<file path="config.mk">
export PLATFORM = sky130hd
export DESIGN_NAME = ram_nibble_writer
export DESIGN_NICKNAME = d
export VERILOG_FILES = /design/src/rtl/ram_if_pkg.sv /design/src/rtl/key_edge_sync.sv /design/src/rtl/ram_nibble_writer.sv
export SDC_FILE = /design/constraint.sdc
export NUM_CORES = 1
export LEC_CHECK = 0
export CORE_UTILIZATION = 45
export DETAILED_ROUTE_END_ITERATION = 16
export PLACE_DENSITY = 0.8
export SLEW_MARGIN = 5
export SYNTH_ARGS = -nofsm -noshare
export SYNTH_HDL_FRONTEND = slang
export SYNTH_SLANG_ARGS = --single-unit
</file>
<file path="constraint.sdc">
create_clock -name clk -period 2.4 [get_ports clk]
set_clock_uncertainty 0.15 [all_clocks]
set_input_delay 0.48 -clock clk [delete_from_list [all_inputs] [get_ports clk]]
set_output_delay 0.48 -clock clk [all_outputs]
set_load 0.01 [all_outputs]
</file>
<file path="src/rtl/ram_if_pkg.sv">
// ram_if_pkg: shared state encoding and widths for the RAM entry/display FSMs.
// No ports; imported by writer and reader sides.
package ram_if_pkg;

  localparam int DATA_W     = 16;
  localparam int ADDR_W_DEF = 10;

  typedef enum logic [1:0] {
    COLLECT = 2'd0,
    WRITE   = 2'd1,
    RDWAIT  = 2'd2,
    CHECK   = 2'd3
  } state_t;

endpackage

</file>
<file path="src/rtl/key_edge_sync.sv">
// key_edge_sync: 2-flop synchronizer plus registered falling-edge pulse.
// Ports: clk, reset_n (async low), key_n (raw, active low), press (1-cycle).
module key_edge_sync (
  input  logic clk,
  input  logic reset_n,
  input  logic key_n,
  output logic press
);

  logic r_s1;
  logic r_s2;
  logic r_s3;
  logic r_press;

  // r_s3 is the previous synchronized sample, used only for edge detect
  always_ff @(posedge clk or negedge reset_n) begin
    if (!reset_n) begin
      r_s1    <= 1'b0;
      r_s2    <= 1'b0;
      r_s3    <= 1'b0;
      r_press <= 1'b0;
    end else begin
      r_s1    <= key_n;
      r_s2    <= r_s1;
      r_s3    <= r_s2;
      r_press <= r_s3 & ~r_s2;
    end
  end

  assign press = r_press;

endmodule

</file>
<file path="src/rtl/ram_nibble_writer.sv">
// ram_nibble_writer: builds 16-bit words from 4 switch nibbles, writes/verifies RAM port A.
// Ports: clk, reset_n, key_n, sw, addr_rst, q_a -> addr_a, data_a, we_a, entry, nib_idx, busy, verify_err.
module ram_nibble_writer
  import ram_if_pkg::*;
#(
  parameter int ADDR_W = ADDR_W_DEF,
  parameter int RD_LAT = 1
) (
  input  logic              clk,
  input  logic              reset_n,
  input  logic              key_n,
  input  logic [3:0]        sw,
  input  logic              addr_rst,
  input  logic [DATA_W-1:0] q_a,
  output logic [ADDR_W-1:0] addr_a,
  output logic [DATA_W-1:0] data_a,
  output logic              we_a,
  output logic [DATA_W-1:0] entry,
  output logic [1:0]        nib_idx,
  output logic              busy,
  output logic              verify_err
);

  localparam logic [1:0] LAT_M1 = 2'(RD_LAT - 1);

  state_t            r_state;
  state_t            w_nxt;
  logic [1:0]        r_cnt;
  logic [1:0]        r_nib;
  logic [ADDR_W-1:0] r_addr;
  logic [DATA_W-1:0] r_entry;
  logic              r_we;
  logic              r_busy;
  logic              r_err;
  logic              w_press;

  key_edge_sync u_key (
    .clk     (clk),
    .reset_n (reset_n),
    .key_n   (key_n),
    .press   (w_press)
  );

  always_comb begin
    w_nxt = r_state;
    case (r_state)
      COLLECT: begin
        if (!addr_rst && w_press && r_nib == 2'd3)
          w_nxt = WRITE;
      end
      WRITE:   w_nxt = RDWAIT;
      RDWAIT:  if (r_cnt == 2'd0) w_nxt = CHECK;
      CHECK:   w_nxt = COLLECT;
      default: w_nxt = COLLECT;
    endcase
  end

  // we_a/busy are registered from the next state so they line up
  // with the state they describe
  always_ff @(posedge clk or negedge reset_n) begin
    if (!reset_n) begin
      r_state <= COLLECT;
      r_cnt   <= 2'd0;
      r_nib   <= 2'd0;
      r_addr  <= '0;
      r_entry <= '0;
      r_we    <= 1'b0;
      r_busy  <= 1'b0;
      r_err   <= 1'b0;
    end else begin
      r_state <= w_nxt;
      r_we    <= (w_nxt == WRITE);
      r_busy  <= (w_nxt != COLLECT);
      case (r_state)
        COLLECT: begin
          if (addr_rst) begin
            r_addr <= '0;
            r_nib  <= 2'd0;
            r_err  <= 1'b0;
          end else if (w_press) begin
            r_entry <= {r_entry[11:0], sw};
            r_nib   <= r_nib + 2'd1;
          end
        end
        WRITE:  r_cnt <= LAT_M1;
        RDWAIT: if (r_cnt != 2'd0) r_cnt <= r_cnt - 2'd1;
        CHECK: begin
          if (q_a != r_entry) r_err <= 1'b1;
          r_addr <= r_addr + 1'b1;
        end
        default: r_cnt <= 2'd0;
      endcase
    end
  end

  assign addr_a     = r_addr;
  assign data_a     = r_entry;
  assign we_a       = r_we;
  assign entry      = r_entry;
  assign nib_idx    = r_nib;
  assign busy       = r_busy;
  assign verify_err = r_err;

endmodule

</file>
Word-level counts from Yosys, hierarchy flattened --
Index checks and enable logic that the tools add are counted.
Word-level totals: register bits 39, input port bits 24, output and inout port bits 47, logic and storage cells 54
Cells by class: add/subtract/negate cells 3, eq/ne operators 9, mux-type cells 12, bitwise logic cells 3, reduce and logical (&&, ||, !) cells 15
Operator list (number):
- 10-bit one-hot mux with 2 select lines | 1
- 16-bit != test | 1
- 10-bit by 1-bit adder with 10-bit output, second input constant | 1
- 10-bit two-way mux | 1
- 2-bit two-way mux | 5
- 2-bit nonzero test | 5
- 2-bit one-hot mux with 4 select lines | 1
- 2-bit == test, second input constant | 3
- 2-bit != test, second input constant | 3
- 2-bit AND reduction | 3
- 3-bit AND reduction | 2
- 2-bit by 1-bit == test with 1-bit output, second input constant | 2
- 2-bit logical NOT | 2
- 2-bit one-hot mux with 2 select lines | 1
- 2-bit by 1-bit adder with 2-bit output, second input constant | 1
- 1-bit logical AND | 2
- 1-bit two-way mux | 2
- 1-bit NOT | 2
- 1-bit one-hot mux with 2 select lines | 1
- 2-bit by 1-bit subtractor with 2-bit output, second input constant | 1
- 1-bit bitwise AND | 1
- 1-bit logical NOT | 1

Depth between registers and ports, before layout --
Gate-level depths: netlist of the first run.
depth in word-level cells 6, depth in mapped cells 7

Modules after synthesis --
From an unflattened synthesis of the first run, not the netlist that was laid out.
Unflattened totals: cells, all modules 181, area, all modules 2039.5 um^2
Modules (own cells, without submodules):
- ram_nibble_writer | times used 1, cells each 176, area each 1925.6 um^2, seq. area each 875.8 um^2
- key_edge_sync | times used 1, cells each 5, area each 113.9 um^2, seq. area each 100.1 um^2

Least setup slack after synthesis of the first run --
OpenSTA, ideal clock, no wires.
path kind register to register, from register r_state[0], to register r_entry[10] (netlist: data_a[10]), library setup time 0.125 ns, data arrival time 1.795 ns, data required time 2.125 ns, slack 0.330 ns, cell stages (with the launch flop) 8, buffers on the path 2, cell sequence dfrtp_1 > inv_1 > ha_1 > buf_2 > and2b_1 > nand2_1 > buf_2 > mux2_2
On the way: word-level cells in the longest chain between the ends 2
Ends and longest elaborated chain:
- start, declared | line ram_nibble_writer.sv:26 | state_t r_state;
- start signal, assigned | line ram_nibble_writer.sv:71 | r_state <= w_nxt;
- 2-bit logical NOT | line ram_nibble_writer.sv:74 | case (r_state)
- 3-bit AND reduction (no line)
- end signal, assigned | line ram_nibble_writer.sv:81 | r_entry <= {r_entry[11:0], sw};
- end, declared | line ram_nibble_writer.sv:31 | logic [DATA_W-1:0] r_entry;
Every way passes these cells. A chain may end at the register's enable or synchronous reset.

Worst setup path after layout of the first run --
from register r_state[0], to register r_addr[9] (netlist: addr_a[9])
On the way: word-level cells in the longest chain between the ends 3, elaborated cells on any way between the ends 6, those cells by class eq/ne: 2; mux: 1; reduce/logical: 3
Ends and longest elaborated chain:
- 2-bit == test or 2-bit logical NOT (tied branches) | line ram_nibble_writer.sv:74
- 2-bit nonzero test (no line) or 2-bit != test (tied branches)
- 2-bit AND reduction (no line)
- end signal, assigned | line ram_nibble_writer.sv:89 | r_addr <= r_addr + 1'b1;
- end, declared | line ram_nibble_writer.sv:30 | logic [ADDR_W-1:0] r_addr;
Parallel ways exist; a longest one is shown, timed or not.

==> results.py, run 1 <==
metrics = {
    "logic_synthesis": {
        "syn_avg_cell_area_sq_um": 11.1,
        "synth.area.top_cells": "dfrtp_1, mux2_2, xnor2_1, buf_4, ha_1",
        "yosysSeqAreaShare_pct": 47.9,
        "synth_edf_count": 0,
        "yosysWarnings": 0,
        "postSynthCellCount": 183,
        "synth-seq-cells": 39,
        "ys.flop_type": "dfrtp_1",
        "yosys-top-cells-count": "dfrtp_1, mux2_2, xnor2_1, buf_4, o21ai_0",
        "syn-num-nets": 215,
        "synth.most_common_cell": "dfrtp_1",
        "synth.distinct_cells": 34,
        "synthesis.area_sq_um": 2040,
        "async_flop_share_pct": 100,
        "synth_top_area_cell": "dfrtp_1",
        "synth_top_area_share_pct": 47.9,
    },
    "critical_path": {
        "path_class": "flop to flop",
        "r2r-end": "addr_a[9]",
        "crit_arrival_ns": 2.12,
        "cp.required_ns": 2.47,
        "setup.worst_path.end_class": "flop",
        "reg2reg_setup_slack_ns": 0.34,
        "reg2reg_from": "r_state[0]",
        "cp-start-kind": "flop",
        "rr_worst_depth": 6,
        "worst-path-max-fanout": 4,
    },
    "timing": {
        "hold_violations": 0,
        "fmax_mhz": 486,
        "fin_crit_ns": 2.06,
        "post-route-period-util_pct": 85.7,
        "slew_violations": 0,
        "finalSetupTns_ns": 0,
        "report.final.setup_viol": 0,
        "tightest_slew_ns": 0.372,
        "rsz0062_at_grt": "false",
        "relSlewSlack_pct": 74.9,
    },
    "drt": {
        "num_vias": 1524,
        "ant_nets": 0,
        "drt_wl_total_mm": 3.97,
        "drtIter0Drc": 49,
        "drt-vias-per-instance": 5.11,
        "drc_errors": 0,
        "routedWlPerCell_um": 13.3,
        "firstDrtPassIters": 4,
    },
    "pwr": {
        "switching_share_pct": 34.6,
        "powerDensity_nw_per_um2": 1080,
        "combPwrFrac_pct": 47.8,
        "power.internal_mw": 2.00,
        "p_leak_nw": 1.18,
        "peakVddDrop_uv": 581,
        "pwr-share-seq_pct": 36.6,
        "p_sw_mw": 1.06,
        "clkPwrFrac_pct": 15.6,
    },
    "hold_path": {
        "hold_path_class": "flop to flop",
        "whs_path_depth": 0,
        "whs_endpoint": "u_key.r_s2",
        "min-delay-start": "u_key.r_s1",
    },
    "grt": {
        "grt_pass1_vias": 1469,
        "grt_util_all_layers_pct": 17.7,
        "grt_max_degree": 40,
        "gr-total-overflow": 0,
        "grt_antenna_before_repair": 0,
        "grt_pass1_wl_mm": 6.66,
    },
    "cts": {
        "numCtsBuffers": 5,
        "clock_latency_ns": 0.29,
        "clockBufferDepth": 2,
        "cts_htree_levels": 2,
        "cts_sinks": 39,
        "cts_tree": "done",
        "clock-root-buffer": "clkbuf_8",
        "clk_pin_slew_ns": 0.07,
    },
    "floorplanning": {
        "die_x_um": 69.3,
        "die_h_um": 69.3,
        "core_sq_um": 4350,
        "row_count": 24,
        "ios": 71,
        "start_util_pct": 46.8,
        "die-area_sq_um": 4800,
    },
    "place": {
        "io_buffers": 70,
        "placedCellCount": 289,
        "placed_area_sq_um": 2720,
        "dp_hpwl_mm": 2.91,
        "gp_congestion": 0.750,
    },
    "outcome": {
        "run_status": "finished clean",
    },
    "final_layout": {
        "syn2layout_area_growth_pct": 38.8,
        "layout.nets": 277,
        "layout-drive-gt1-share_pct": 13.4,
        "fillers": 356,
        "antenna_cells": 0,
        "final-seq-area_sq_um": 976,
        "final_area_sq_um": 2830,
        "multiInputGateArea_sq_um": 893,
        "final_cell_count_no_fill": 298,
    },
    "flow_run": {
        "drv_cap": 0,
    },
}
## layout by cell type (no fill, tap or decap), types with 2 or more instances in the layout
cell and n:
a21oi_1 5, buf_12 2, buf_4 3, clkbuf_8 7
clkdlybuf4s50_1 69, dfrtp_1 39, ha_1 8, inv_1 7
mux2_2 18, mux2i_1 3, nand2_1 8, nand2b_1 2
nand3_1 6, nand3b_1 2, nand4_1 6, nor2_1 6
nor2b_1 3, nor3_1 2, nor4_1 2, o21ai_0 9
o31ai_1 2, xnor2_1 18, xor2_1 4
## power by group through the flow
stage / registers, mW / logic [mW] / clock network, mW
2_1_floorplan: 1.15 / 0.803 / 0
3_3_place_gp: 1.13 / 1.45 / 0
3_5_place_dp: 1.13 / 1.46 / 0
4_1_cts: 1.12 / 1.48 / 0.494
5_1_grt: 1.16 / 1.58 / 0.524
6_report: 1.12 / 1.46 / 0.476
## critical path, stage by stage, from the launching register on
cell and delay, ns:
dfrtp_1 0.40, inv_1 0.10, ha_1 0.24, mux2i_1 0.16, or3_4 0.39, or4_1 0.41, a21oi_1 0.14
## sequential cells by signal, indices dropped and copies added (netlist names)
name	count
data_a	16
u_key.r_s2	1
addr_a	10
r_state	2
we_a	1
u_key.r_s1	1
busy	1
u_key.r_s3	1
u_key.press	1
nib_idx	2
r_cnt	2
verify_err	1
## timing repair
item	4_1_cts	5_1_grt
hold buffers	1	0
resized for setup	0	0
buffers inserted	0	0
hold endpoints to repair	3	0
## routing by layer
metal,wire (um),global-route usage [%],vias to the layer above
li1,-,-,745
met1,1760,22.2,716
met4,63,6.12,0
met2,1840,28.4,56
met3,298,5.96,7
met5,0,0,-
## final cells by class
class	count	area share (%)
timing repair buffer	76	27.2
clock buffer	8	3.54
tap	52	2.30
inverter	7	0.929
sequential	39	34.5
multi-input combinational	116	31.6
## cells by family (layout without fill, tap and decap cells)
logic type,after synthesis,count (layout),share of synthesized area [%]
compound gates,21,21,6.14
xor+xnor,22,22,9.45
fa+ha+maj,8,8,4.91
buf+inv,28,91,8.29
flops,39,39,47.9
mux,21,21,11.4
simple gates,44,44,11.9
## how the worst max path moves through the flow
stage,startpoint,endpoint,slack (ns),depth (start not counted)
finish,r_state[0],addr_a[9],0.34,6
global route,r_state[0],addr_a[9],0.23,6
global placement,addr_rst,addr_a[9],0.19,5
detailed placement,addr_rst,addr_a[9],0.16,5
floorplan,r_state[0],data_a[10],0.33,7
CTS,r_state[0],addr_a[9],0.32,6
## stage by stage
step           setup WS, ns  hold slack (ns)  power (mW)  util [%]
2_1_floorplan         0.330           0.0344        1.95         -
6_report              0.343            0.205        3.05      65.0
3_3_place_gp          0.191            0.183        2.57      62.4
3_5_place_dp          0.158            0.188        2.60      62.4
5_1_grt               0.226            0.211        3.26      65.0
4_1_cts               0.318            0.205        3.09      65.0
Power figures use the tool's default switching activity.
==> inputs of run 2 (changes only) <==
- CORE_MARGIN: unset -> 2
==> run 2 against run 1 <==
Effect of this change: core utilization down 0.11 points; largest power group unchanged; sequential power is essentially flat; via count is 0.72% lower; count of clock-buffer cells in the layout is 2 lower; sequential share of layout area rose by 0.061 points; total power is 2.7% higher; cell count fell by 0.34%; global-route usage grew 0.091 points; largest cell class unchanged; design area down 0.18%; flip-flop and latch count is the same; highest routed layer unchanged; hold slack lost 0.12 ns; critical path type unchanged.
==> results.py, run 2 (synthesized netlist as in run 1, its figures left out) <==
metrics = {
    "place": {
        "dp_hpwl_mm": 3.09,
        "io_buffers": 70,
        "pre_cts_slack_ns": 0.148,
        "gp_congestion": 0.775,
    },
    "critical_path": {
        "cp-start-kind": "flop",
        "reg2reg_setup_slack_ns": 0.35,
        "cp.required_ns": 2.46,
        "path_class": "flop to flop",
        "worst-path-max-fanout": 4,
        "setup.worst_path.end_class": "flop",
        "crit_arrival_ns": 2.11,
    },
    "cts": {
        "clockBufferDepth": 2,
        "cts_htree_levels": 2,
        "clk_pin_slew_ns": 0.07,
        "clock-root-buffer": "clkbuf_8",
        "postCtsSetupRepairBufs": 0,
        "cts_sinks": 39,
        "holdBufCountCts": 0,
        "numCtsBuffers": 5,
        "cts_resized": 0,
        "clock_latency_ns": 0.29,
        "cts_tree": "done",
    },
    "grt": {
        "gr-total-overflow": 0,
        "grt_max_degree": 40,
        "grt_util_met2_pct": 29.3,
        "grt_pass1_wl_mm": 7.03,
        "grt_antenna_before_repair": 0,
        "grtUsageMet1_pct": 21.9,
        "met3_usage_pct": 6.05,
        "busiest_layer": "met2",
        "grt_util_all_layers_pct": 17.7,
        "grt_pass1_vias": 1503,
    },
    "timing": {
        "post-route-period-util_pct": 85.5,
        "finalSetupTns_ns": 0,
        "slew_violations": 0,
        "rsz0062_at_grt": "false",
        "layout_setup_ws_ns": 0.348,
        "report.final.setup_viol": 0,
        "relSlewSlack_pct": 67.5,
        "hold_violations": 0,
        "fmax_mhz": 487,
        "tightest_slew_ns": 0.487,
        "fin_crit_ns": 2.05,
    },
    "flow_run": {
        "drv_cap": 0,
    },
    "outcome": {
        "run_status": "finished clean",
    },
    "floorplanning": {
        "row_count": 24,
        "die-area_sq_um": 5080,
        "ios": 71,
        "core_sq_um": 4350,
        "die_h_um": 71.3,
        "start_util_pct": 46.8,
        "die_x_um": 71.3,
    },
    "pwr": {
        "p_leak_nw": 1.18,
        "power.internal_mw": 2.07,
        "powerDensity_nw_per_um2": 1110,
        "clkPwrFrac_pct": 17.9,
        "combPwrFrac_pct": 46.7,
        "peakVddDrop_uv": 587,
        "pwr-share-seq_pct": 35.4,
        "p_sw_mw": 1.07,
        "switching_share_pct": 34.1,
    },
    "hold_path": {
        "hold_path_class": "primary input to async pin",
    },
    "final_layout": {
        "layout-drive-gt1-share_pct": 13.9,
        "final_common_cell": "clkdlybuf4s50_1",
        "antenna_cells": 0,
        "largest_reg_flops": 16,
        "fillers": 350,
        "most-common-layout-cells": "clkdlybuf4s50_1, dfrtp_1, mux2_2, xnor2_1, o21ai_0",
        "layout.nets": 276,
        "syn2layout_area_growth_pct": 38.6,
    },
    "drt": {
        "routedWlPerCell_um": 14.0,
        "drtIter0Drc": 75,
        "num_vias": 1513,
        "ant_nets": 0,
        "firstDrtPassIters": 4,
        "drt-vias-per-instance": 5.09,
        "drc_errors": 0,
        "drt_wl_total_mm": 4.16,
    },
}
==> run 2: cell types whose count changed in the layout (fill, tap and decap cells not counted), sizes merged <==
| cell | delta |
|---|---|
| bufinv | +1 |
| dlygate4sd3 | -1 |
| clkbuf | -2 |
| clkinv | +1 |
==> run 2: metal layers <==
metal / share of wire (%) / vias to the layer above / wire length (um)
met5: 0 / - / 0
met4: 1.3 / 0 / 56
met3: 9.1 / 5 / 378
met2: 48 / 60 / 1980
met1: 42 / 712 / 1740
li1: - / 736 / -
==> run 2: critical path: stages, from the launching register on <==
cell and delay [ns]:
dfrtp_1 0.40, inv_1 0.10, ha_1 0.23, mux2i_1 0.16
or3_4 0.39, or4_1 0.40, a21oi_1 0.16
==> run 2: layout make-up <==
cell class	instances	area, sq um	area share (%)
Inverter	7	26.3	0.930
Clock buffer	6	82.6	2.92
Timing Repair Buffer	75	746	26.4
Tap cell	52	65.1	2.30
Multi-Input combinational cell	116	893	31.6
Sequential cell	39	976	34.6
Clock inverter	2	35.0	1.24
==> run 2: final timing paths <==
kind / startpoint / to / cells past startpoint
setup / recovery: r_state[0] / addr_a[9] / 6
hold / removal: reset_n / r_cnt[1] / 2
setup reg to reg: r_state[0] / addr_a[9] / 6
hold reg to reg: u_key.r_s1 / u_key.r_s2 / 0
max in group asynchronous: reset_n / addr_a[9] / 2
min in group clk: u_key.r_s1 / u_key.r_s2 / 0
==> run 2: power by group through the flow <==
stage	combinational, mW	clock [mW]	sequential, mW
after floorplan	0.803	0	1.15
after global placement	1.45	0	1.12
after detailed placement	1.47	0	1.13
after CTS	1.48	0.580	1.12
after global routing	1.59	0.601	1.16
final	1.46	0.561	1.11
==> run 2: per-stage QoR <==
stage               cells  instance area (sq um)  util [%]  hold WS (ns)  power [mW]
CTS                   297                   2820      64.9        0.0917        3.18
global placement      289                   2710      62.2         0.183        2.57
global route          297                   2820      64.9         0.124        3.34
detailed placement    289                   2710      62.2         0.189        2.60
floorplan             183                   2040         -        0.0344        1.95
finish                297                   2820      64.9        0.0813        3.13
==> inputs of run 3 (changes only) <==
--- a/config.mk
+++ b/config.mk
@@ -6,8 +6,10 @@
 export NUM_CORES = 1
 export LEC_CHECK = 0
+export CELL_PAD_IN_SITES_DETAIL_PLACEMENT = 0
+export CELL_PAD_IN_SITES_GLOBAL_PLACEMENT = 1
 export CORE_MARGIN = 2
-export CORE_UTILIZATION = 45
+export CORE_UTILIZATION = 31
 export DETAILED_ROUTE_END_ITERATION = 16
-export PLACE_DENSITY = 0.8
+export PLACE_DENSITY = 0.76
 export SLEW_MARGIN = 5
 export SYNTH_ARGS = -nofsm -noshare
==> constraint.sdc (replaced) <==
create_clock -name clk -period 1.8 [get_ports clk]
set_clock_uncertainty 0.15 [all_clocks]
set_input_delay 0.27 -clock clk [delete_from_list [all_inputs] [get_ports clk]]
set_output_delay 0.27 -clock clk [all_outputs]
set_load 0.01 [all_outputs]
==> run 3 against run 2 <==
Effect of this change: the run now ends with negative setup slack left; largest cell class unchanged; flip-flop and latch count unchanged; critical path type unchanged; critical path depth did not move; wire length grew 6.2%.
==> results.py, run 3 (synthesized netlist as in run 1, its figures left out) <==
metrics = {
    "outcome": {
        "run_status": "finished with violations",
        "violations": "negative setup slack",
    },
    "critical_path": {
        "crit_arrival_ns": 1.91,
        "path_class": "flop to flop",
        "crit_slowest_cell": "dfrtp_1",
        "cp.required_ns": 1.87,
        "setup.worst_path.end_class": "flop",
        "critical_path_buf_inv_count": 1,
        "crit_family": "simple AND/OR/NAND/NOR gates",
        "worst-path-max-fanout": 5,
        "slowest_delay_ns": 0.39,
        "cp_cell_sequence": "inv_2 -> ha_4 -> mux2i_2 -> or3_4 -> or4_1 -> a21oi_1",
        "cp-start-kind": "flop",
    },
    "cts": {
        "clock-root-buffer": "clkbuf_8",
        "numCtsBuffers": 5,
        "cts_tree": "done",
        "clock_latency_ns": 0.29,
        "clk_pin_slew_ns": 0.08,
        "cts_sinks": 39,
        "cts_htree_levels": 2,
        "clockBufferDepth": 2,
    },
    "drt": {
        "drtIter0Drc": 39,
        "routedWlPerCell_um": 13.2,
        "drc_errors": 0,
        "drt_wl_total_mm": 4.41,
        "drt-vias-per-instance": 4.62,
        "ant_nets": 0,
        "firstDrtPassIters": 4,
        "num_vias": 1543,
    },
    "timing": {
        "post-route-period-util_pct": 102,
        "report.final.setup_viol": 1,
        "relSlewSlack_pct": 69.6,
        "fin_crit_ns": 1.83,
        "hold_violations": 0,
        "slew_violations": 0,
        "layout_setup_ws_ns": -0.0321,
        "tightest_slew_ns": 0.455,
        "fmax_mhz": 546,
        "rsz0062_at_grt": "true",
    },
    "hold_path": {
        "hold_path_class": "flop to flop",
    },
    "grt": {
        "grt_max_degree": 23,
        "met3_usage_pct": 3.11,
        "grt_util_all_layers_pct": 12.5,
        "grt_pass1_wl_mm": 7.33,
        "grtUsageMet1_pct": 17.5,
        "grt_util_met2_pct": 19.3,
        "busiest_layer": "met2",
        "grt_antenna_before_repair": 0,
        "grt_pass1_vias": 1496,
        "gr-total-overflow": 0,
    },
    "final_layout": {
        "final-seq-area_sq_um": 976,
        "layout-drive-gt1-share_pct": 20.2,
        "most-common-layout-cells": "clkdlybuf4s50_1, dfrtp_1, mux2_2, xnor2_1, buf_4",
        "largest_reg_flops": 16,
        "layout.nets": 288,
        "final_common_cell": "clkdlybuf4s50_1",
        "fillers": 572,
        "final_area_sq_um": 2990,
        "multiInputGateArea_sq_um": 930,
        "syn2layout_area_growth_pct": 46.5,
        "antenna_cells": 0,
    },
    "floorplanning": {
        "die_x_um": 85.1,
        "die-area_sq_um": 7240,
        "row_count": 29,
        "start_util_pct": 32.1,
        "core_sq_um": 6350,
        "ios": 71,
        "die_h_um": 85.1,
    },
    "place": {
        "gp_congestion": 0.744,
        "pre_cts_slack_ns": -0.202,
        "dp_hpwl_mm": 3.39,
        "io_buffers": 70,
        "placed_area_sq_um": 2830,
    },
    "pwr": {
        "p_leak_nw": 1.26,
        "powerDensity_nw_per_um2": 1470,
        "peakVddDrop_uv": 708,
    },
    "flow_run": {
        "drv_cap": 0,
    },
}
## run 3: timing repair
item	CTS	global route
buffers inserted	0	2
gates resized for setup	1	4
endpoints found under the hold margin	17	0
setup endpoints to repair	1	8
hold buffers	1	0
## run 3: worst paths after layout
kind                             from          to  slack (ns)  cells after the start
min reg2reg                u_key.r_s1  u_key.r_s2        0.21                      0
min                        u_key.r_s1  u_key.r_s2        0.21                      0
max reg2reg                r_state[1]   addr_a[9]       -0.03                      6
min in group asynchronous     reset_n   addr_a[1]        0.31                      2
max                        r_state[1]   addr_a[9]       -0.03                      6
max in group asynchronous     reset_n  r_state[0]        0.71                      3
## run 3: through the flow
step	utilization (%)	TNS, ns	power, mW	hold slack, ns	instances
after detailed placement	44.6	-2.55	3.65	0.0990	323
after CTS	46.5	-0.0463	4.40	0.210	332
after global placement	44.6	-2.15	3.63	0.106	323
final	47.0	-0.0321	4.39	0.208	334
after global routing	47.0	-0.139	4.69	0.222	334
after floorplan	-	-0.0295	2.65	-0.176	183
## run 3: area by class of cell
cell class,count,share of cell area [%]
clock buffer,5,2.31
clock inverter,3,1.47
inverter,7,0.880
multi-input combinational,116,31.1
sequential,39,32.7
tap,77,3.23
timing repair buffer,87,28.3
## run 3: worst register-to-register path: stages, from the launching register on
cell and delay, ns:
dfrtp_1 0.39, inv_2 0.07, ha_4 0.18, mux2i_2 0.15, or3_4 0.33, or4_1 0.39, a21oi_1 0.13
## run 3: power by group
| group | switching (mW) | internal (mW) | leakage (nW) |
|---|---|---|---|
| clock network | 0.318 | 0.413 | 0.0581 |
| logic | 0.886 | 1.33 | 0.703 |
| registers | 0.299 | 1.14 | 0.502 |
| total | 1.50 | 2.89 | 1.26 |
## run 3: per-layer routing
layer / routed length (um) / vias to the layer above
met5: 0 / -
met4: 49 / 0
met3: 211 / 4
met2: 2150 / 42
met1: 2000 / 733
li1: - / 764
